## config.mk

```make
export PLATFORM = sky130hd
export DESIGN_NAME = clk_div_ctrl
export DESIGN_NICKNAME = d
export VERILOG_FILES = /design/src/rtl/clk_div_ctrl.sv
export SDC_FILE = /design/constraint.sdc
export NUM_CORES = 1
export LEC_CHECK = 0
export ABC_AREA = 1
export CAP_MARGIN = 10
export CORE_MARGIN = 2
export CORE_UTILIZATION = 31
export CTS_CLUSTER_DIAMETER = 30
export DETAILED_ROUTE_END_ITERATION = 16
export PLACE_DENSITY = 0.47
export RECOVER_POWER = 50
export SYNTH_ARGS = -nofsm -noshare
export SYNTH_HDL_FRONTEND = slang
export SYNTH_SLANG_ARGS = --single-unit
```

## constraint.sdc

```tcl
create_clock -name clk_in -period 3.95 [get_ports clk_in]
set_input_delay 0.79 -clock clk_in [delete_from_list [all_inputs] [get_ports clk_in]]
set_output_delay 0.79 -clock clk_in [all_outputs]
set_load 0.01 [all_outputs]
```

## src/rtl/clk_div_ctrl.sv

```systemverilog
// rtl/clk_div_ctrl.sv - run-time divisor/start/stop controller for the registered clock divider
// Divisor changes and stops take effect only at a period boundary, so clk_out never has a runt.
module clk_div_ctrl #(
   parameter int CNT_W   = 8,
   parameter int DEF_DIV = 5
) (
   input  logic             clk_in,
   input  logic             rst,
   input  logic             en,
   input  logic             cfg_valid,
   input  logic [CNT_W-1:0] cfg_div,
   output logic             cfg_ready,
   output logic             cfg_err,
   output logic             clk_out,
   output logic             tick,
   output logic             running,
   output logic [CNT_W-1:0] cur_div
);

   typedef enum logic [1:0] {IDLE, RUN, PEND} state_t;

   state_t           state, state_nxt;
   logic [CNT_W-1:0] cnt, cnt_nxt;
   logic [CNT_W-1:0] pend_div, pend_nxt;
   logic [CNT_W-1:0] div_nxt;
   logic [CNT_W:0]   half_nxt;
   logic             clk_nxt, tick_nxt, err_nxt;
   logic             xfer, legal, last;

   assign cfg_ready = (state != PEND);
   assign running   = (state != IDLE);
   assign xfer      = cfg_valid & cfg_ready;
   assign legal     = (cfg_div > CNT_W'(1));
   assign last      = (cnt == cur_div - CNT_W'(1));

   always_comb begin
      state_nxt = state;
      cnt_nxt   = cnt;
      pend_nxt  = pend_div;
      div_nxt   = cur_div;
      err_nxt   = xfer & ~legal;
      clk_nxt   = 1'b0;
      tick_nxt  = 1'b0;
      case (state)
         IDLE: begin
            cnt_nxt = '0;
            if (xfer && legal) div_nxt = cfg_div;
            if (en) state_nxt = RUN;
         end
         RUN: begin
            if (last) begin
               cnt_nxt = '0;
               // Stopping with a fresh divisor on the boundary: IDLE would accept it anyway.
               if (!en) begin
                  state_nxt = IDLE;
                  if (xfer && legal) div_nxt = cfg_div;
               end else if (xfer && legal) begin
                  state_nxt = PEND;
                  pend_nxt  = cfg_div;
               end
            end else begin
               cnt_nxt = cnt + CNT_W'(1);
               if (xfer && legal) begin
                  state_nxt = PEND;
                  pend_nxt  = cfg_div;
               end
            end
         end
         PEND: begin
            if (last) begin
               cnt_nxt   = '0;
               div_nxt   = pend_div;
               state_nxt = en ? RUN : IDLE;
            end else begin
               cnt_nxt = cnt + CNT_W'(1);
            end
         end
         default: state_nxt = IDLE;
      endcase

      // Waveform is decoded from next-cycle count/divisor so clk_out and tick are registered.
      half_nxt = ({1'b0, div_nxt} + (CNT_W+1)'(1)) >> 1;
      if (state_nxt != IDLE) begin
         clk_nxt  = ({1'b0, cnt_nxt} < half_nxt);
         tick_nxt = (cnt_nxt == '0);
      end
   end

   always_ff @(posedge clk_in) begin
      if (rst) begin
         state    <= IDLE;
         cnt      <= '0;
         pend_div <= CNT_W'(DEF_DIV);
         cur_div  <= CNT_W'(DEF_DIV);
         clk_out  <= 1'b0;
         tick     <= 1'b0;
         cfg_err  <= 1'b0;
      end else begin
         state    <= state_nxt;
         cnt      <= cnt_nxt;
         pend_div <= pend_nxt;
         cur_div  <= div_nxt;
         clk_out  <= clk_nxt;
         tick     <= tick_nxt;
         cfg_err  <= err_nxt;
      end
   end

endmodule

```

==> flow_summary.toml, run 1 <==
[run_status]
run_status = "completed"

[power]
p_leak_nw = 1.59
power_frac_clock = 0.204
ir_drop_uv = 153
powerDensity_nw_per_um2 = 395
switching_share = 0.457
intPower_uw = 677
p_seq_frac = 0.295
switching_power_uw = 570
p_comb_frac = 0.502

[routing]
routed_wl_mm = 8.14
route.antenna.remaining_nets = 0
dr.pass1.iters = 4
drc_errors = 0
wl_per_cell_um = 13.8
vias = 2804
dr.first_iter.drc_count = 133
routed_via_density = 4.76

[cells_and_area]
nets = 509
regArea_sq_um = 583
multi_input_area_sq_um = 1780
drive_above_1_share = 0.107
nFillCells = 906
syn2layout_area_growth_pct = 20.3
diodes = 0

[place]
place_congestion = 0.833
io_buffers = 24
dpl.hpwl_mm = 6.42

[logic_synthesis]
yosys_warnings = 0
ys_ff_latch = 29
synth_area_per_cell_sq_um = 5.83
syn-instance-count = 450
syn-cell-area_sq_um = 2620
synth_cell_types = 32
synth_nets = 476
seq_area_frac_synth = 0.221

[critical_path]
crit_path_frequent_cell = "nand2_1"
start_kind = "flop"
endpoint_kind = "flop"
crit_fanout = 12
cp.required_ns = 4.17
path_class = "flop to flop"
slowest_delay_ns = 0.42
worstPathArrival_ns = 3.76
critPathSlowestCell = "dfxtp_2"

[clock_tree]
cts.sinks = 29
insertion_delay_ns = 0.29
htreeDepth = 2
clk_path_buf_depth = 2
root_buffer = "clkbuf_8"
cts-buffers-inserted = 5
cts_tree = "yes"
path_clk_slew_ns = 0.07
cts_hold_buf = 0

[sta]
whs_ns = 0.464
finalSetupTns_ns = 0
slew_violations = 0
hold_violations = 0
slew_headroom = 0.689
rsz0062_at_grt = "no"
finalCritPeriodShare = 0.898
post-route-min-period_ns = 3.55
fmax_ghz = 0.282
fin_worst_skew_ns = 0.00838
worst_pin_slew_ns = 0.466
finalSetupViolCount = 0

[floorplanning]
dieArea_sq_um = 9220
core_area_sq_um = 8220
die_h_um = 96
rows = 33
initial_core_util = 0.319
die_w_um = 96
ioPinCount = 25

[global_routing]
grt_pass1_wl_mm = 13.6
overflow = 0
antenna_found_initial = 0
grt_pass1_vias = 2704
grt_max_degree = 16
grt_usage = 0.192

[hold_path]
hold_path.class = "flop to flop"

[job]
maxCapViolCount = 0
repair_timing:
action,in CTS,in global routing
setup buffers,0,1
resized for setup,0,11
setup endpoints to repair,0,1
power by group through the flow:
stage / clock network [mW] / logic [mW] / registers, mW
finish: 0.254 / 0.626 / 0.368
global route: 0.275 / 0.714 / 0.374
CTS: 0.264 / 0.620 / 0.368
detailed placement: 0 / 0.618 / 0.375
global placement: 0 / 0.612 / 0.377
floorplan: 0 / 0.431 / 0.365
sequential cells by signal, indices dropped and copies added, names as in the netlist:
signal / flops
cnt: 8
cur_div: 8
pend_div: 8
state: 2
cfg_err: 1
clk_out: 1
tick: 1
metal layers:
metal  wire, um  vias up  part of all wire  global-route usage
met2       3560       54              0.44               0.303
met3        328        5             0.040              0.0266
met1       4190     1251              0.52               0.281
met5          0        -                 0                   0
li1           -     1494                 -                   -
met4         53        0            0.0065              0.0310
Yosys cell counts (all sizes together):
cell type	number	area, sq um
a211oi	2	15.0
a21oi	9	45.0
buf	6	41.3
clkbuf	7	30.0
clkinv	1	3.75
dfxtp	29	581
ha	14	175
inv	58	218
nand2	174	678
nand2b	1	6.26
nand3	56	300
nand3b	7	52.6
nand4	6	37.5
nor2	41	189
nor3	2	10.0
o211ai	4	30.0
o21ai	16	80.1
o221ai	1	8.76
o22ai	5	31.3
or2	2	12.5
xnor2	3	26.3
xor2	6	52.6
logic make-up after synthesis:
kind of cell | Yosys count | share of synthesized area
AO/OA/AOI/OAI | 37 | 0.0801
XOR/XNOR | 9 | 0.0300
adder cells (fa/ha/maj) | 14 | 0.0668
buffers and inverters | 72 | 0.112
flip-flops | 29 | 0.221
AND/OR/NAND/NOR | 289 | 0.490
metrics by stage:
| step | worst slack (ns) | total power [mW] | instance area (sq um) | utilization | std cells |
|---|---|---|---|---|---|
| 2_1_floorplan | 0.686 | 0.797 | 2620 | - | 450 |
| 3_3_place_gp | 0.144 | 0.989 | 3030 | 0.369 | 580 |
| 3_5_place_dp | 0.0138 | 0.992 | 3030 | 0.369 | 580 |
| 4_1_cts | 0.116 | 1.25 | 3110 | 0.379 | 588 |
| 5_1_grt | 0.0165 | 1.36 | 3160 | 0.384 | 589 |
| 6_report | 0.402 | 1.25 | 3160 | 0.384 | 589 |
layout by cell type, fill, tap and decap left out, drive strengths merged:
cell type and n:
o21ai 16, dfxtp 29, nor3 2, o221ai 1, o22ai 5, nor2 41
dlygate4sd3 10, nand2b 1, o211ai 4, nand3 56, nand3b 7, inv 58
clkbuf 6, ha 14, clkinv 3, a211oi 2, nand2 174, xor2 6
xnor2 3, nand4 6, clkdlybuf4s50 14, buf 15, a21oi 9, or2 2
cell type report:
class	count	share of cell area
clock buffer	6	0.0230
clock inverter	2	0.00317
inverter	59	0.0709
multi-input combinational	349	0.564
sequential	29	0.185
tap	105	0.0416
timing repair buffer	39	0.113
critical path: cells and delay by family (launching register included):
kind,cells,cell delay [ns]
AND/OR/NAND/NOR,18,1.50
buffers and inverters,4,0.47
AO/OA/AOI/OAI,3,0.40
adder cells (fa/ha/maj),3,0.71
flip-flops,1,0.42
final timing paths:
path | start | end | slack (ns) | depth (start not counted)
worst max-delay path | cur_div[1]$_SDFF_PP0_ | clk_out$_SDFF_PP0_ | 0.40 | 28
worst min-delay path | pend_div[7]$_SDFFE_PP0P_ | pend_div[7]$_SDFFE_PP0P_ | 0.46 | 2
worst max register to register | cur_div[1]$_SDFF_PP0_ | clk_out$_SDFF_PP0_ | 0.40 | 28
worst min register to register | pend_div[7]$_SDFFE_PP0P_ | pend_div[7]$_SDFFE_PP0P_ | 0.46 | 2
Note: power is estimated with default switching activity, not from simulation.
==> run 2: changes to the inputs <==
Settings changed: ABC_AREA 1 to unset, PLACE_DENSITY 0.47 to 0.48.
==> run 2 against run 1 <==
Against the previous run: the run now ends with setup timing left; critical path type unchanged; largest cell class unchanged; via count is 26% lower; utilization is 7.8 points higher; largest power group unchanged; final cell count is 28% lower.
==> flow_summary.toml, run 2 <==
[logic_synthesis]
synth_edf_count = 0
synth_most_common_cell = "dfxtp_1"
synth_area_per_cell_sq_um = 8.63
yosys.area.top_type = "dfxtp_1"
synthArstFlopShare = 0
syn-cell-area_sq_um = 2170
seq_area_frac_synth = 0.268
synthFlopType = "dfxtp_1"
synth_top_area_share = 0.268
syn-instance-count = 251
ys_ff_latch = 29
synthTopCellsByArea = "dfxtp_1 (27%), ha_1 (8.1%), nor2_1 (4.2%)"
yosys_warnings = 0
synth_cell_types = 58
synth_nets = 277
synth_common_cells = "dfxtp_1 (29), nor2_1 (24), nand2_1 (23)"

[critical_path]
reg2reg_from = "cur_div[1]$_SDFF_PP0_"
crit_family = "compound AO/OA/AOI/OAI gates"
reg2regPathDepth = 19
startpoint = "cur_div[1]$_SDFF_PP0_"
crit_buf_inv = 2
cp.required_ns = 4.18
r2r-end = "clk_out$_SDFF_PP0_"
critPathSlowestCell = "a2111oi_4"
crit_fanout = 6
start_kind = "flop"
endpoint_kind = "flop"
path_class = "flop to flop"
r2r_setup_slack_ns = -0.1
slowest_delay_ns = 0.39
worstPathArrival_ns = 4.28
path_cells = "inv_2 > ha_4 > nor2b_1 > or3_1 > a31o_4 > a2111oi_4 > nor2_2 > nor3_4 > a221oi_4 > inv_1 > ha_2 > nor3b_4 > nor3b_4 > xnor2_1 > ha_1 > a21o_1 > a21o_1 > a211oi_2 > o311a_1"

[clock_tree]
cts_tree = "yes"
clk_path_buf_depth = 2
root_buffer = "clkbuf_8"
cts.sinks = 29
htreeDepth = 2
cts-buffers-inserted = 5
insertion_delay_ns = 0.29
path_clk_slew_ns = 0.07
cts_hold_buf = 0

[cells_and_area]
largest_registers = "cnt x8, cur_div x8, pend_div x8"
syn2layout_area_growth_pct = 44.9
fin_util = 0.462
nets = 354
mostFrequentLayoutCell = "buf_4"
drive_above_1_share = 0.313
diodes = 0
layout_common_cells = "buf_4 (52), dfxtp_1 (24), nand2_1 (23), nor2_1 (23), clkdlybuf4s50_1 (18)"

[sta]
whs_ns = 0.500
slew_headroom = 0.333
hold_violations = 0
fin_ws_ns = -0.0986
worst_pin_slew_ns = 0.996
fin_worst_skew_ns = 0.0112
finalSetupViolCount = 1
finalCritPeriodShare = 1.02
fmax_ghz = 0.247
slew_violations = 0
rsz0062_at_grt = "yes"
post-route-min-period_ns = 4.05

[floorplanning]
dieArea_sq_um = 7670
die_w_um = 87.6
initial_core_util = 0.319
core_area_sq_um = 6790
ioPinCount = 25
rows = 30
die_h_um = 87.6

[global_routing]
grt_pass1_vias = 1998
antenna_found_initial = 0
grt_usage = 0.172
grt_max_degree = 27
overflow = 0
grt_pass1_wl_mm = 10.1

[routing]
routed_wl_mm = 6.33
wl_per_cell_um = 14.9
routed_via_density = 4.90
route.antenna.remaining_nets = 0
drc_errors = 0
dr.first_iter.drc_count = 116
vias = 2084
dr.pass1.iters = 4

[hold_path]
min_from = "pend_div[1]$_SDFFE_PP0P_"
hold_path.class = "flop to flop"
min_to = "pend_div[1]$_SDFFE_PP0P_"
hold_depth = 2

[power]
powerDensity_nw_per_um2 = 347
ir_drop_uv = 193
p_leak_nw = 1.32
finalPower_mw = 1.09

[place]
pre_cts_ws_ns = -0.445
dpl.hpwl_mm = 4.84
io_buffers = 24
place_congestion = 0.757

[run_status]
violations = "setup timing"
run_status = "complete, but fails checks"

[job]
maxCapViolCount = 0
[run 2: cell count changes after synthesis, sizes merged, moves of 7 or more]
cell	before	now
nand2	174	24
nor2b	0	13
nor2	41	25
inv	58	13
nand3	56	9
nand2b	1	8
[run 2: kinds of logic after synthesis]
kind of cell / Yosys count / synth area share
AOI/OAI and AO/OA: 57 / 0.237
xor gates and xnor gates: 17 / 0.0687
adders and majority gates: 14 / 0.0809
buffers and inverters: 22 / 0.0422
DFF: 29 / 0.268
muxes: 6 / 0.0277
and+or+nand+nor: 106 / 0.276
[run 2: through the flow]
stage,cell area (sq um),TNS [ns],std cells
after floorplan,2220,-0.198,251
after global placement,2910,-0.384,411
final,3140,-0.0986,425
after global routing,3140,-0.345,425
after detailed placement,2910,-0.445,411
after CTS,3040,-0.0969,419
[run 2: timing repair]
item                                    4_1_cts  5_1_grt
resized for setup                             5       14
setup buffers                                 0        6
endpoints found under the setup margin        1        1
endpoints found under the hold margin         0        0
pin swaps                                     3       10
[run 2: worst max path at each step]
| stage | to | slack [ns] | depth (start not counted) |
|---|---|---|---|
| finish | clk_out$_SDFF_PP0_ | -0.1 | 19 |
| global route | clk_out$_SDFF_PP0_ | -0.34 | 19 |
| CTS | clk_out$_SDFF_PP0_ | -0.1 | 19 |
| detailed placement | clk_out$_SDFF_PP0_ | -0.45 | 17 |
| global placement | clk_out$_SDFF_PP0_ | -0.38 | 17 |
| floorplan | clk_out$_SDFF_PP0_ | -0.20 | 20 |
[run 2: power by group]
part | leakage (nW) | switching [mW] | internal (mW)
sequential | 0.238 | 0.0187 | 0.315
combinational | 1.03 | 0.232 | 0.237
clock | 0.0542 | 0.128 | 0.158
total | 1.32 | 0.379 | 0.709
[run 2: layout make-up]
class                           instances  area [sq um]
Sequential cell                        29           589
Tap cell                               96           120
Clock inverter                          1          5.00
Fill cell                             688          3660
Inverter                               13          48.8
Multi-Input combinational cell        200          1610
Timing Repair Buffer                   79           673
Clock buffer                            7          96.3
[run 2: worst reg2reg max path: stages, from the launching register on]
cell and delay (ns):
dfxtp_4 0.35, inv_2 0.04, ha_4 0.17, nor2b_1 0.13
or3_1 0.35, a31o_4 0.25, a2111oi_4 0.39, nor2_2 0.12
nor3_4 0.31, a221oi_4 0.12, inv_1 0.07, ha_2 0.18
nor3b_4 0.20, nor3b_4 0.24, xnor2_1 0.14, ha_1 0.26
a21o_1 0.16, a21o_1 0.16, a211oi_2 0.17, o311a_1 0.18
[run 2: routing by layer]
layer / wire, um / up-vias / GRT usage / share of wire
met5: 0 / - / 0 / 0
met4: 124 / 0 / 0.0531 / 0.020
met3: 221 / 8 / 0.0292 / 0.035
met2: 2870 / 37 / 0.269 / 0.45
met1: 3120 / 984 / 0.243 / 0.49
li1: - / 1055 / - / -
